==> config.mk <==
export PLATFORM = sky130hd
export DESIGN_NAME = rom_dl_ctrl
export DESIGN_NICKNAME = d
export VERILOG_FILES = /design/src/rtl/rom_dl_ctrl.sv
export SDC_FILE = /design/constraint.sdc
export NUM_CORES = 1
export LEC_CHECK = 0
export ABC_CLOCK_PERIOD_IN_PS = 4790
export CAP_MARGIN = 20
export CORE_ASPECT_RATIO = 0.8
export CORE_UTILIZATION = 57
export CTS_CLUSTER_SIZE = 28
export DETAILED_ROUTE_END_ITERATION = 16
export HOLD_SLACK_MARGIN = 0.15
export PLACE_DENSITY = 0.85
export SYNTH_ARGS = -nofsm -noshare
export SYNTH_HDL_FRONTEND = slang
export SYNTH_SLANG_ARGS = --single-unit
==> constraint.sdc <==
create_clock -name clk -period 4.79 [get_ports clk]
set_input_delay 0.7185 -clock clk [delete_from_list [all_inputs] [get_ports clk]]
set_output_delay 0.7185 -clock clk [all_outputs]
set_load 0.01 [all_outputs]
==> src/rtl/rom_dl_ctrl.sv <==
// rom_dl_ctrl
// Accepts a host byte download into the ROM bank, registers each write with
// its region code, and holds the system in reset until a complete and
// in-range image has been loaded. A short, oversize or out-of-range image
// leaves the system held in reset and raises load_err.
//
// state | meaning
// ------+-------------------------------------------------------------
// IDLE  | no valid image; waiting for a download with the ROM index
// LOAD  | download in progress; accepting and forwarding byte writes
// CHECK | download ended; verifying byte count, high-water and range
// HOLD  | image good; holding system reset for HOLD_CYC cycles
// RUN   | image loaded and system released from reset

module rom_dl_ctrl #(
    parameter int unsigned ROM_LEN   = 'h1C720,
    parameter int unsigned HOLD_CYC  = 16,
    parameter logic [7:0]  ROM_INDEX = 8'd0
) (
    input  logic        clk,
    input  logic        reset,
    input  logic        dl_active,
    input  logic [7:0]  dl_index,
    input  logic        dl_wr,
    input  logic [24:0] dl_addr,
    input  logic [7:0]  dl_data,
    output logic        wr_en,
    output logic [24:0] wr_addr,
    output logic [7:0]  wr_data,
    output logic [4:0]  region,
    output logic        sys_reset,
    output logic        load_done,
    output logic        load_err
);

    typedef enum logic [2:0] {
        S_IDLE  = 3'd0,
        S_LOAD  = 3'd1,
        S_CHECK = 3'd2,
        S_HOLD  = 3'd3,
        S_RUN   = 3'd4
    } state_t;

    localparam logic [24:0] ROM_LEN_C = 25'(ROM_LEN);
    localparam logic [24:0] LAST_ADDR = 25'(ROM_LEN - 1);

    // The hold timer is a down-counter loaded with HOLD_CYC-1, so HOLD lasts
    // exactly HOLD_CYC cycles; HOLD_CYC of 0 or 1 both give a single cycle.
    localparam int unsigned HOLD_W = (HOLD_CYC > 2) ? $clog2(HOLD_CYC) : 1;
    localparam logic [HOLD_W-1:0] HOLD_LOAD =
        (HOLD_CYC > 0) ? HOLD_W'(HOLD_CYC - 1) : '0;

    state_t              state;
    state_t              state_next;
    logic [HOLD_W-1:0]   hold_cnt;
    logic [24:0]         byte_cnt;
    logic [24:0]         high_water;
    logic                range_err;

    logic                index_match;
    logic                dl_start;
    logic                wr_accept;
    logic                addr_in_range;
    logic                check_err;
    logic                enter_load;

    // Address-to-region map of the ROM bank; anything past the image is 31.
    function automatic logic [4:0] region_of(input logic [24:0] a);
        logic [4:0] r;
        r = 5'd31;
        if      (a < 25'h04000) r = 5'd0;
        else if (a < 25'h08000) r = 5'd1;
        else if (a < 25'h0A000) r = 5'd2;
        else if (a < 25'h0C000) r = 5'd3;
        else if (a < 25'h0E000) r = 5'd4;
        else if (a < 25'h10000) r = 5'd5;
        else if (a < 25'h12000) r = 5'd6;
        else if (a < 25'h14000) r = 5'd7;
        else if (a < 25'h16000) r = 5'd8;
        else if (a < 25'h18000) r = 5'd9;
        else if (a < 25'h1A000) r = 5'd10;
        else if (a < 25'h1C000) r = 5'd11;
        else if (a < 25'h1C100) r = 5'd12;
        else if (a < 25'h1C200) r = 5'd13;
        else if (a < 25'h1C300) r = 5'd14;
        else if (a < 25'h1C400) r = 5'd15;
        else if (a < 25'h1C500) r = 5'd16;
        else if (a < 25'h1C600) r = 5'd17;
        else if (a < 25'h1C700) r = 5'd18;
        else if (a < 25'h1C720) r = 5'd19;
        return r;
    endfunction

    // Write qualification and image-check decode.
    always_comb begin
        index_match   = (dl_index == ROM_INDEX);
        dl_start      = dl_active && index_match;
        // dl_active is deliberately not required: the byte written in the
        // same cycle the download ends still belongs to the image.
        wr_accept     = (state == S_LOAD) && dl_wr && index_match;
        addr_in_range = (dl_addr < ROM_LEN_C);
        check_err     = (byte_cnt != ROM_LEN_C) || (high_water != LAST_ADDR) ||
                        range_err;
        enter_load    = (state_next == S_LOAD) && (state != S_LOAD);
    end

    // Next-state logic.
    always_comb begin
        state_next = state;
        case (state)
            S_IDLE: begin
                if (dl_start) state_next = S_LOAD;
            end
            S_LOAD: begin
                if (!dl_active) state_next = S_CHECK;
            end
            S_CHECK: begin
                if (check_err) state_next = S_IDLE;
                else           state_next = S_HOLD;
            end
            S_HOLD: begin
                if (dl_start)            state_next = S_LOAD;
                else if (hold_cnt == '0) state_next = S_RUN;
            end
            S_RUN: begin
                if (dl_start) state_next = S_LOAD;
            end
            default: state_next = S_IDLE;
        endcase
    end

    // State register.
    always_ff @(posedge clk) begin
        if (reset) state <= S_IDLE;
        else       state <= state_next;
    end

    // Reset-hold timer, loaded as CHECK passes and counted down in HOLD.
    always_ff @(posedge clk) begin
        if (reset) begin
            hold_cnt <= '0;
        end else if (state == S_CHECK) begin
            hold_cnt <= HOLD_LOAD;
        end else if ((state == S_HOLD) && (hold_cnt != '0)) begin
            hold_cnt <= hold_cnt - 1'b1;
        end
    end

    // Image bookkeeping: saturating byte count, high-water address, range flag.
    always_ff @(posedge clk) begin
        if (reset) begin
            byte_cnt   <= '0;
            high_water <= '0;
            range_err  <= 1'b0;
        end else if (enter_load) begin
            byte_cnt   <= '0;
            high_water <= '0;
            range_err  <= 1'b0;
        end else if (wr_accept) begin
            if (byte_cnt != '1)        byte_cnt   <= byte_cnt + 1'b1;
            if (dl_addr > high_water)  high_water <= dl_addr;
            if (!addr_in_range)        range_err  <= 1'b1;
        end
    end

    // Registered write port to the ROM bank; out-of-range bytes never reach it.
    always_ff @(posedge clk) begin
        if (reset) begin
            wr_en   <= 1'b0;
            wr_addr <= '0;
            wr_data <= '0;
            region  <= '0;
        end else begin
            wr_en <= wr_accept && addr_in_range;
            if (wr_accept && addr_in_range) begin
                wr_addr <= dl_addr;
                wr_data <= dl_data;
                region  <= region_of(dl_addr);
            end
        end
    end

    // Status outputs follow the state being entered so they line up with it.
    always_ff @(posedge clk) begin
        if (reset) begin
            sys_reset <= 1'b1;
            load_done <= 1'b0;
            load_err  <= 1'b0;
        end else begin
            sys_reset <= (state_next != S_RUN);
            load_done <= (state_next == S_RUN);
            if (enter_load) begin
                load_err <= 1'b0;
            end else if ((state == S_CHECK) && check_err) begin
                load_err <= 1'b1;
            end
        end
    end

endmodule
==> impl_metrics.csv, run 1 <==
group,metric,value,unit
min_path,hold_class,"flip-flop to flip-flop",
finish,final_area,0.00611,mm²
finish,drive_gt1_frac,0.0864,
min_path,hold_start,"wr_data[2]$_SDFFE_PP0P_",
floorplanning,initial_utilization,0.587,
worst_setup_path,crit_type,"input pin to flip-flop",
drt,vias_per_cell,5.86,
power,leakage,2.01,nW
synth,synth-edff-count,0,
sta,post-route-period-util,0.712,
global_route,grt_pass1_wl,19700,µm
global_route,antenna_found_initial,0,
worst_setup_path,reg2reg_from,"high_water[15]$_SDFFE_PP0P_",
finish,layout.nets,751,
sta,hold_violations,0,
drt,wl_per_cell,15.3,µm
sta,final_max_slew_viol_count,0,
finish,seqCellArea,0.00200,mm²
sta,slew-limit-headroom,0.306,
sta,fmax,293,MHz
drt,detail-route-antenna-nets,0,
sta,setup_viol,0,
global_route,grt_pass1_vias,4248,
synth,yosys_register_bits,100,
clocking,cts.htree.levels,3,
sta,tightest_slew,1.04,ns
synth,yosysUniqueCellTypes,54,
clocking,postCtsSetupBuffers,0,
clocking,post_cts_resized,0,
synth,synthCells,603,
worst_setup_path,critical_path.startpoint_type,"input pin",
worst_setup_path,cp_data_required_time,5.11,ns
clocking,cts_inserted_buffers,9,
worst_setup_path,cp.arrival,3.72,ns
drt,dr.max_layer_used,"met4",
sta,rsz0062_at_grt,"no",
synth,synth_fp_nets,676,
worst_setup_path,critPathMaxFanout,25,
sta,min_period,3.41,ns
clocking,worstSkewPairLatency,0.38,ns
status,outcome,"finished, final reports clean",
global_route,grt_max_degree,52,
finish,antennaDiodeCount,0,
placement,port_buffers,86,
flow_run,drv_cap,0,
clocking,clk_pin_slew,0.10,ns
sta,fin_tns_setup,0,ns
clocking,cts_tree,"yes",
finish,area_growth,22.6,%
clocking,root_buffer,"clkbuf_8",
placement,place_area,0.00587,mm²
drt,drt-total-wl,12200,µm
synth,avgSynthCellArea,8.26,µm²
floorplanning,num_rows,30,
drt,drc,0,
clocking,cts_hold_buffers,0,
min_path,hold_end,"wr_data[2]$_SDFFE_PP0P_",
worst_setup_path,r2r_cells,8,
floorplanning,die_y,85.6,µm
finish,fill_cells,673,
min_path,worstHoldPathCells,2,
floorplanning,dieArea,0.00912,mm²
power,ir_worst_vdd,0.148,mV
clocking,clock-sinks,100,
synth,synth-async-reset-ratio,0,
floorplanning,core,0.00848,mm²
clocking,ctsLongestPathBuffers,2,
synth,synthFlopType,"dfxtp_1",
worst_setup_path,cp-startpoint,"dl_addr[16]",
worst_setup_path,critPathCaptureType,"flip-flop",
floorplanning,die_x,107,µm
placement,gp_congestion,0.896,
drt,vias,4659,
global_route,grt-ovfl-total,0,
drt,first_pass_iters,4,
synth,ys_seq_area_frac,0.402,
sta,hold_slack,0.461,ns
drt,wl_met2,5740,µm
synth,synth_area,0.00498,mm²
synth,ys_warn_count,0,
placement,dpl.hpwl,8800,µm
worst_setup_path,reg2reg_to,"high_water[18]$_SDFFE_PP0P_",
global_route,grt_usage,0.269,
drt,drt_iter0_markers,298,
floorplanning,io-pin-count,87,
drt,wl_met3,973,µm
finish,multiInputGateArea,0.00269,mm²
worst_setup_path,r2r_setup_slack,1.98,ns
drt,met1_length,5340,µm
sta,fin_skew,0.0111,ns
power,p_per_area,241,mW/mm²
## kinds of logic (layout without fill, tap and decap cells)
group,count (synthesis),after routing,synth area share
AND/OR/NAND/NOR,249,249,0.254
buffers and inverters,68,148,0.0595
flip-flops,100,100,0.402
AO/OA/AOI/OAI,134,134,0.172
XOR/XNOR,24,24,0.0422
adder cells (fa/ha/maj),28,28,0.0704
## through the flow
stage	power [mW]	util	instances	worst slack, ns
6_report	1.47	0.720	795	1.38
5_1_grt	1.53	0.720	795	1.15
4_1_cts	1.48	0.715	792	1.45
3_5_place_dp	0.952	0.692	776	1.06
3_3_place_gp	0.949	0.692	776	1.17
2_1_floorplan	0.891	-	603	2.33
## layer usage
metal	global-route usage	vias to the layer above
li1	-	2252
met1	0.350	2207
met3	0.0616	20
met2	0.447	180
met5	0	-
met4	0.0847	0
## layout by cell type (no fill, tap or decap), drive strengths merged, types with 4 or more instances in the layout
master         Yosys  routed
nand3             41      41
and3              10      10
ha                28      28
and2              11      11
nor3              15      15
xnor2             14      14
nor2              38      38
nor4              19      19
a211oi             6       6
o21ai             35      35
a21o               4       4
a21oi             74      74
nand4             16      16
dfxtp            100     100
clkbuf            19      10
nand2             80      80
xor2              10      10
clkdlybuf4s50      0      86
inv               39      43
buf               10       6
nor2b              4       4
## how the worst max path moves through the flow
stage                                  end  slack, ns  cells after the start
2_1_floorplan  high_water[11]$_SDFFE_PP0P_       2.33                      8
3_3_place_gp   high_water[23]$_SDFFE_PP0P_       1.17                      8
3_5_place_dp   high_water[18]$_SDFFE_PP0P_       1.06                      8
4_1_cts        high_water[18]$_SDFFE_PP0P_       1.45                      8
5_1_grt        high_water[17]$_SDFFE_PP0P_       1.15                      8
6_report       high_water[18]$_SDFFE_PP0P_       1.38                      8
## flip-flops by register name, summed over array words and instances, names as in the netlist
signal / cells
range_err: 1
wr_addr: 25
high_water: 25
state: 3
wr_en: 1
byte_cnt: 25
sys_reset: 1
wr_data: 8
load_done: 1
hold_cnt: 4
region: 5
load_err: 1
## Yosys cell counts, drive strengths merged (2+ instances only)
cell / number / area (µm²)
o21ai: 35 / 179
xor2: 10 / 87.6
a211oi: 6 / 50.1
a31oi: 2 / 12.5
nand2: 80 / 300
nor4: 19 / 155
nor2b: 4 / 25.0
a21oi: 74 / 449
buf: 10 / 77.6
clkbuf: 19 / 72.6
nand4: 16 / 106
nand3: 41 / 210
inv: 39 / 146
or2: 2 / 12.5
nor3: 15 / 75.1
nand2b: 2 / 12.5
a22oi: 2 / 15.0
xnor2: 14 / 123
a21o: 4 / 30.0
nand3b: 2 / 15.0
and4: 2 / 17.5
and2: 11 / 68.8
o31ai: 2 / 15.0
and3: 10 / 62.6
nor4b: 2 / 17.5
dfxtp: 100 / 2000
ha: 28 / 350
nor2: 38 / 143
## cell type report
type                       instances  area share
clock buffer                       9      0.0203
clock inverter                     7      0.0123
inverter                          39      0.0240
multi-input combinational        435       0.440
sequential                       100       0.328
tap                              112      0.0230
timing repair buffer              93       0.152
## critical path, stage by stage
cell,delay [ns]
clkdlybuf4s50_1,0.62
ha_1,0.41
nand4_1,0.15
nor4_1,0.40
a21o_1,0.22
a311o_1,0.83
nand3_1,0.21
a21oi_2,0.16
## report_power, final
group          switching (mW)  leakage [nW]  internal [mW]
combinational          0.0550          1.10         0.0512
clock                   0.327        0.0985          0.207
sequential          0.0000403         0.805          0.831
Power figures use the tool's default switching activity.
==> inputs of run 2 (changes only) <==
ABC_CLOCK_PERIOD_IN_PS = 2900   (was 4790)
CORE_UTILIZATION = 48   (was 57)
PLACE_DENSITY = 0.77   (was 0.85)
clock period = 2.9 ns   (was 4.79 ns; I/O delays follow)
==> run 2 against run 1 <==
Net effect: cell count increased by 6.2%; largest power group unchanged; setup slack worse by 1.1 ns; global-route usage is 2.7 points lower; die area up 18%; first-iteration DRC count grew 19%; total power grew 91%; cell area increased by 5.8%; critical path depth increased by 1; clock skew decreased by 0.0058 ns; sequential power up 65%; register-to-register slack got worse by 1.5 ns; count of clock-buffer cells in the layout did not move.
==> impl_metrics.csv, run 2 (synthesized netlist as in run 1, its figures left out) <==
group,metric,value,unit
floorplanning,core,0.00985,mm²
clocking,clock-sinks,100,
worst_setup_path,critPathMaxFanout,17,
sta,min_period,2.58,ns
drt,first_pass_iters,5,
finish,mostFrequentLayoutCell,"dfxtp_1",
clocking,clk_pin_slew,0.07,ns
drt,wl_met2,5720,µm
placement,gp_congestion,0.897,
flow_run,drv_cap,0,
global_route,grt_pass1_vias,4386,
sta,fmax,388,MHz
global_route,antenna_found_initial,0,
finish,final_cell_mix,"100 x dfxtp_1, 86 x clkdlybuf4s50_1, 80 x nand2_1",
drt,wl_per_cell,14.9,µm
drt,drt-total-wl,12600,µm
power,leakage,2.19,nW
floorplanning,dieArea,0.0108,mm²
clocking,cts_inserted_buffers,9,
placement,dpl.hpwl,9450,µm
finish,layout.nets,776,
worst_setup_path,cp.arrival,2.86,ns
finish,drive_gt1_frac,0.119,
global_route,grt_pass1_wl,20500,µm
finish,area_growth,29.8,%
clocking,ctsLongestPathBuffers,2,
sta,rsz0062_at_grt,"no",
drt,vias,4684,
worst_setup_path,critical_path.startpoint_type,"input pin",
power,p_per_area,435,mW/mm²
drt,wl_met3,815,µm
drt,vias_per_cell,5.55,
drt,dr.max_layer_used,"met4",
clocking,root_buffer,"clkbuf_16",
sta,tightest_slew,0.717,ns
clocking,post_cts_resized,0,
worst_setup_path,critPathCaptureType,"flip-flop",
clocking,worstSkewPairLatency,0.34,ns
worst_setup_path,cp_data_required_time,3.18,ns
power,ir_worst_vdd,0.304,mV
min_path,hold_class,"flip-flop to flip-flop",
sta,final_max_slew_viol_count,0,
status,outcome,"finished, final reports clean",
drt,met1_length,5930,µm
drt,drc,0,
placement,port_buffers,86,
floorplanning,num_rows,32,
sta,fin_skew,0.00530,ns
finish,fill_cells,812,
floorplanning,die_y,93.1,µm
global_route,grt_usage,0.242,
sta,slew-limit-headroom,0.519,
global_route,grt_max_degree,42,
clocking,cts_hold_buffers,0,
worst_setup_path,crit_type,"input pin to flip-flop",
drt,detail-route-antenna-nets,0,
clocking,postCtsSetupBuffers,0,
sta,setup_viol,0,
sta,hold_violations,0,
finish,final_area,0.00646,mm²
finish,antennaDiodeCount,0,
placement,place_area,0.00614,mm²
sta,post-route-period-util,0.889,
clocking,cts.htree.levels,3,
global_route,grt-ovfl-total,0,
floorplanning,die_x,116,µm
floorplanning,io-pin-count,87,
clocking,cts_tree,"yes",
floorplanning,initial_utilization,0.506,
finish,reg_top3,"byte_cnt (25), high_water (25), wr_addr (25)",
drt,drt_iter0_markers,356,
sta,fin_tns_setup,0,ns
-- run 2: layer usage --
metal | vias to the layer above | track usage
li1 | 2313 | -
met1 | 2200 | 0.326
met2 | 157 | 0.384
met3 | 14 | 0.0590
met4 | 0 | 0.0684
met5 | - | 0
-- run 2: report_power, final --
group          total (mW)  internal (mW)  switching [mW]
Clock                1.25          0.692           0.560
Combinational       0.190         0.0948          0.0952
Sequential           1.37           1.37       0.0000694
-- run 2: worst paths after layout --
kind,start,end,cells after the start,slack [ns]
worst max-delay path,dl_addr[18],high_water[5]$_SDFFE_PP0P_,9,0.32
worst min-delay path,wr_addr[13]$_SDFFE_PP0P_,wr_addr[13]$_SDFFE_PP0P_,2,0.45
worst max register to register,high_water[18]$_SDFFE_PP0P_,high_water[5]$_SDFFE_PP0P_,9,0.49
worst min register to register,wr_addr[13]$_SDFFE_PP0P_,wr_addr[13]$_SDFFE_PP0P_,2,0.45
-- run 2: layout make-up --
type                       count  area, µm²  area share
tap                          136        170      0.0263
inverter                      39        146      0.0227
multi-input combinational    435       2690       0.416
clock inverter                 7       92.6      0.0143
clock buffer                   9        225      0.0348
timing repair buffer         118       1140       0.176
sequential                   100       2000       0.310
-- run 2: critical path: stages --
cell and delay, ns:
clkdlybuf4s50_1 0.45, ha_1 0.34, a21o_1 0.18, nand3_1 0.08
a21oi_1 0.10, o31ai_2 0.64, buf_4 0.35, nand3_1 0.14
a21oi_2 0.14
-- run 2: through the flow --
step	setup WS (ns)	power, mW	hold WS (ns)	std cells	util
after floorplan	0.721	1.47	0.441	603	-
after global placement	0.141	1.59	0.441	827	0.623
after detailed placement	0.0375	1.59	0.448	827	0.623
after CTS	0.262	2.83	0.458	843	0.655
after global routing	0.183	2.91	0.475	844	0.656
final	0.322	2.81	0.454	844	0.656
==> inputs of run 3 (changes only) <==
CAP_MARGIN = 10   (was 20)
REMOVE_ABC_BUFFERS = 1   (was not set)
==> run 3 against run 2 <==
Net effect: flip-flop and latch count stayed put; fmax is 2.3% lower; combinational power is 2% lower; sequential power hardly changed; critical path depth is 3 lower; register-to-register slack worse by 0.23 ns; die area stayed put; clock skew is 0.0029 ns higher; critical path type is now flip-flop to flip-flop; critical endpoint is now byte_cnt[19]$_SDFFE_PP0P_; highest routed layer unchanged.
==> impl_metrics.csv, run 3 (synthesized netlist as in run 1, its figures left out) <==
group,metric,value,unit
drt,wl_per_cell,14.8,µm
clocking,cts.htree.levels,3,
placement,dpl_worst_slack,0.176,ns
sta,tightest_slew,1.25,ns
clocking,root_buffer,"clkbuf_16",
worst_setup_path,crit_type,"flip-flop to flip-flop",
floorplanning,io-pin-count,87,
worst_setup_path,cp_data_required_time,3.13,ns
floorplanning,initial_utilization,0.506,
worst_setup_path,critPathMaxFanout,12,
drt,drt-total-wl,12400,µm
clocking,post_cts_resized,0,
clocking,ctsLongestPathBuffers,2,
finish,reg_top3,"byte_cnt (25), high_water (25), wr_addr (25)",
global_route,grt-ovfl-total,0,
worst_setup_path,critPathCaptureType,"flip-flop",
finish,fill_cells,828,
drt,vias_per_cell,5.54,
worst_setup_path,cp.arrival,2.87,ns
finish,mostFrequentLayoutCell,"dfxtp_1",
worst_setup_path,cp_slowest_cell,"o41ai_2",
sta,fin_ws,0.262,ns
finish,antennaDiodeCount,0,
drt,detail-route-antenna-nets,0,
power,ir_worst_vdd,0.286,mV
drt,drt_iter0_markers,316,
floorplanning,core,0.00985,mm²
clocking,cts_hold_buffers,0,
power,p_per_area,425,mW/mm²
floorplanning,num_rows,32,
placement,gp_congestion,0.882,
sta,setup_viol,0,
clocking,postCtsSetupBuffers,0,
global_route,grt_max_degree,52,
placement,port_buffers,86,
global_route,grt_pass1_wl,20500,µm
worst_setup_path,critical_path.startpoint_type,"flip-flop",
clocking,worstSkewPairLatency,0.35,ns
placement,place_area,0.00612,mm²
finish,layout.nets,774,
finish,final_cell_mix,"100 x dfxtp_1, 86 x clkdlybuf4s50_1, 80 x nand2_1",
sta,rsz0062_at_grt,"no",
clocking,cts_tree,"yes",
sta,final_max_slew_viol_count,0,
finish,utilization,0.651,
drt,first_pass_iters,4,
worst_setup_path,path_cells,"and3_1, nand4_2, o41ai_2, nor4_1, xnor2_1, nor2_1",
clocking,clk_pin_slew,0.07,ns
power,leakage,2.17,nW
clocking,clock-sinks,100,
flow_run,drv_cap,0,
global_route,grt_pass1_vias,4320,
sta,slew-limit-headroom,0.160,
drt,vias,4664,
global_route,grt_usage,0.242,
drt,drc,0,
floorplanning,die_x,116,µm
sta,hold_violations,0,
sta,min_period,2.64,ns
finish,area_growth,28.8,%
sta,fin_skew,0.00824,ns
power,fin_total_pwr,2.73,mW
worst_setup_path,critPathMaxStageDelay,1.12,ns
finish,multiInputGateArea,0.00269,mm²
floorplanning,die_y,93.1,µm
global_route,antenna_found_initial,0,
placement,dpl.hpwl,9290,µm
sta,fmax,379,MHz
min_path,hold_class,"flip-flop to flip-flop",
finish,seqCellArea,0.00200,mm²
finish,drive_gt1_frac,0.116,
clocking,cts_inserted_buffers,9,
finish,final_area,0.00641,mm²
floorplanning,dieArea,0.0108,mm²
sta,post-route-period-util,0.910,
status,outcome,"finished, final reports clean",
run 3: cell count changes in the layout (fill, tap and decap cells not counted):
cell       previous run  this run
clkinv_8              1         2
buf_12                3         2
inv_8                 1         0
clkinv_2              0         1
bufinv_16             1         0
buf_4                29        28
run 3: layout make-up:
class	count	share of cell area
well taps	136	0.0265
clock inverters	7	0.0113
inverters	39	0.0228
repair buffers	116	0.173
flip-flops and latches	100	0.312
clock buffers	9	0.0351
multi-input cells	435	0.419
run 3: path summary, 6_finish.rpt:
| path | endpoint | startpoint | slack, ns | depth (start not counted) |
|---|---|---|---|---|
| hold reg to reg | wr_data[2]$_SDFFE_PP0P_ | wr_data[2]$_SDFFE_PP0P_ | 0.45 | 2 |
| setup reg to reg | byte_cnt[19]$_SDFFE_PP0P_ | byte_cnt[6]$_SDFFE_PP0P_ | 0.26 | 6 |
| hold / removal | wr_data[2]$_SDFFE_PP0P_ | wr_data[2]$_SDFFE_PP0P_ | 0.45 | 2 |
| setup / recovery | byte_cnt[19]$_SDFFE_PP0P_ | byte_cnt[6]$_SDFFE_PP0P_ | 0.26 | 6 |
run 3: stage by stage:
| step | hold WS [ns] | TNS [ns] | instances |
|---|---|---|---|
| 5_1_grt | 0.478 | 0 | 842 |
| 3_3_place_gp | 0.440 | 0 | 826 |
| 3_5_place_dp | 0.445 | 0 | 826 |
| 2_1_floorplan | 0.441 | -1.18 | 574 |
| 4_1_cts | 0.457 | 0 | 842 |
| 6_report | 0.454 | 0 | 842 |
run 3: report_power, final:
| group | total (mW) | switching (mW) | internal [mW] |
|---|---|---|---|
| clock network | 1.17 | 0.567 | 0.604 |
| registers | 1.37 | 0.0000693 | 1.37 |
| logic | 0.186 | 0.0925 | 0.0939 |
run 3: layer usage:
layer / global-route usage / routed length (µm) / vias up
met5: 0 / 0 / -
met4: 0.0694 / 176 / 0
met3: 0.0700 / 1130 / 17
met2: 0.373 / 5420 / 177
met1: 0.328 / 5710 / 2160
li1: - / - / 2310
run 3: critical path: cells and delay by family (launching register included):
kind / cells / cell delay [ns]
flip-flops: 1 / 0.43
AO/OA/AOI/OAI: 1 / 1.12
AND/OR/NAND/NOR: 4 / 0.75
XOR/XNOR: 1 / 0.21
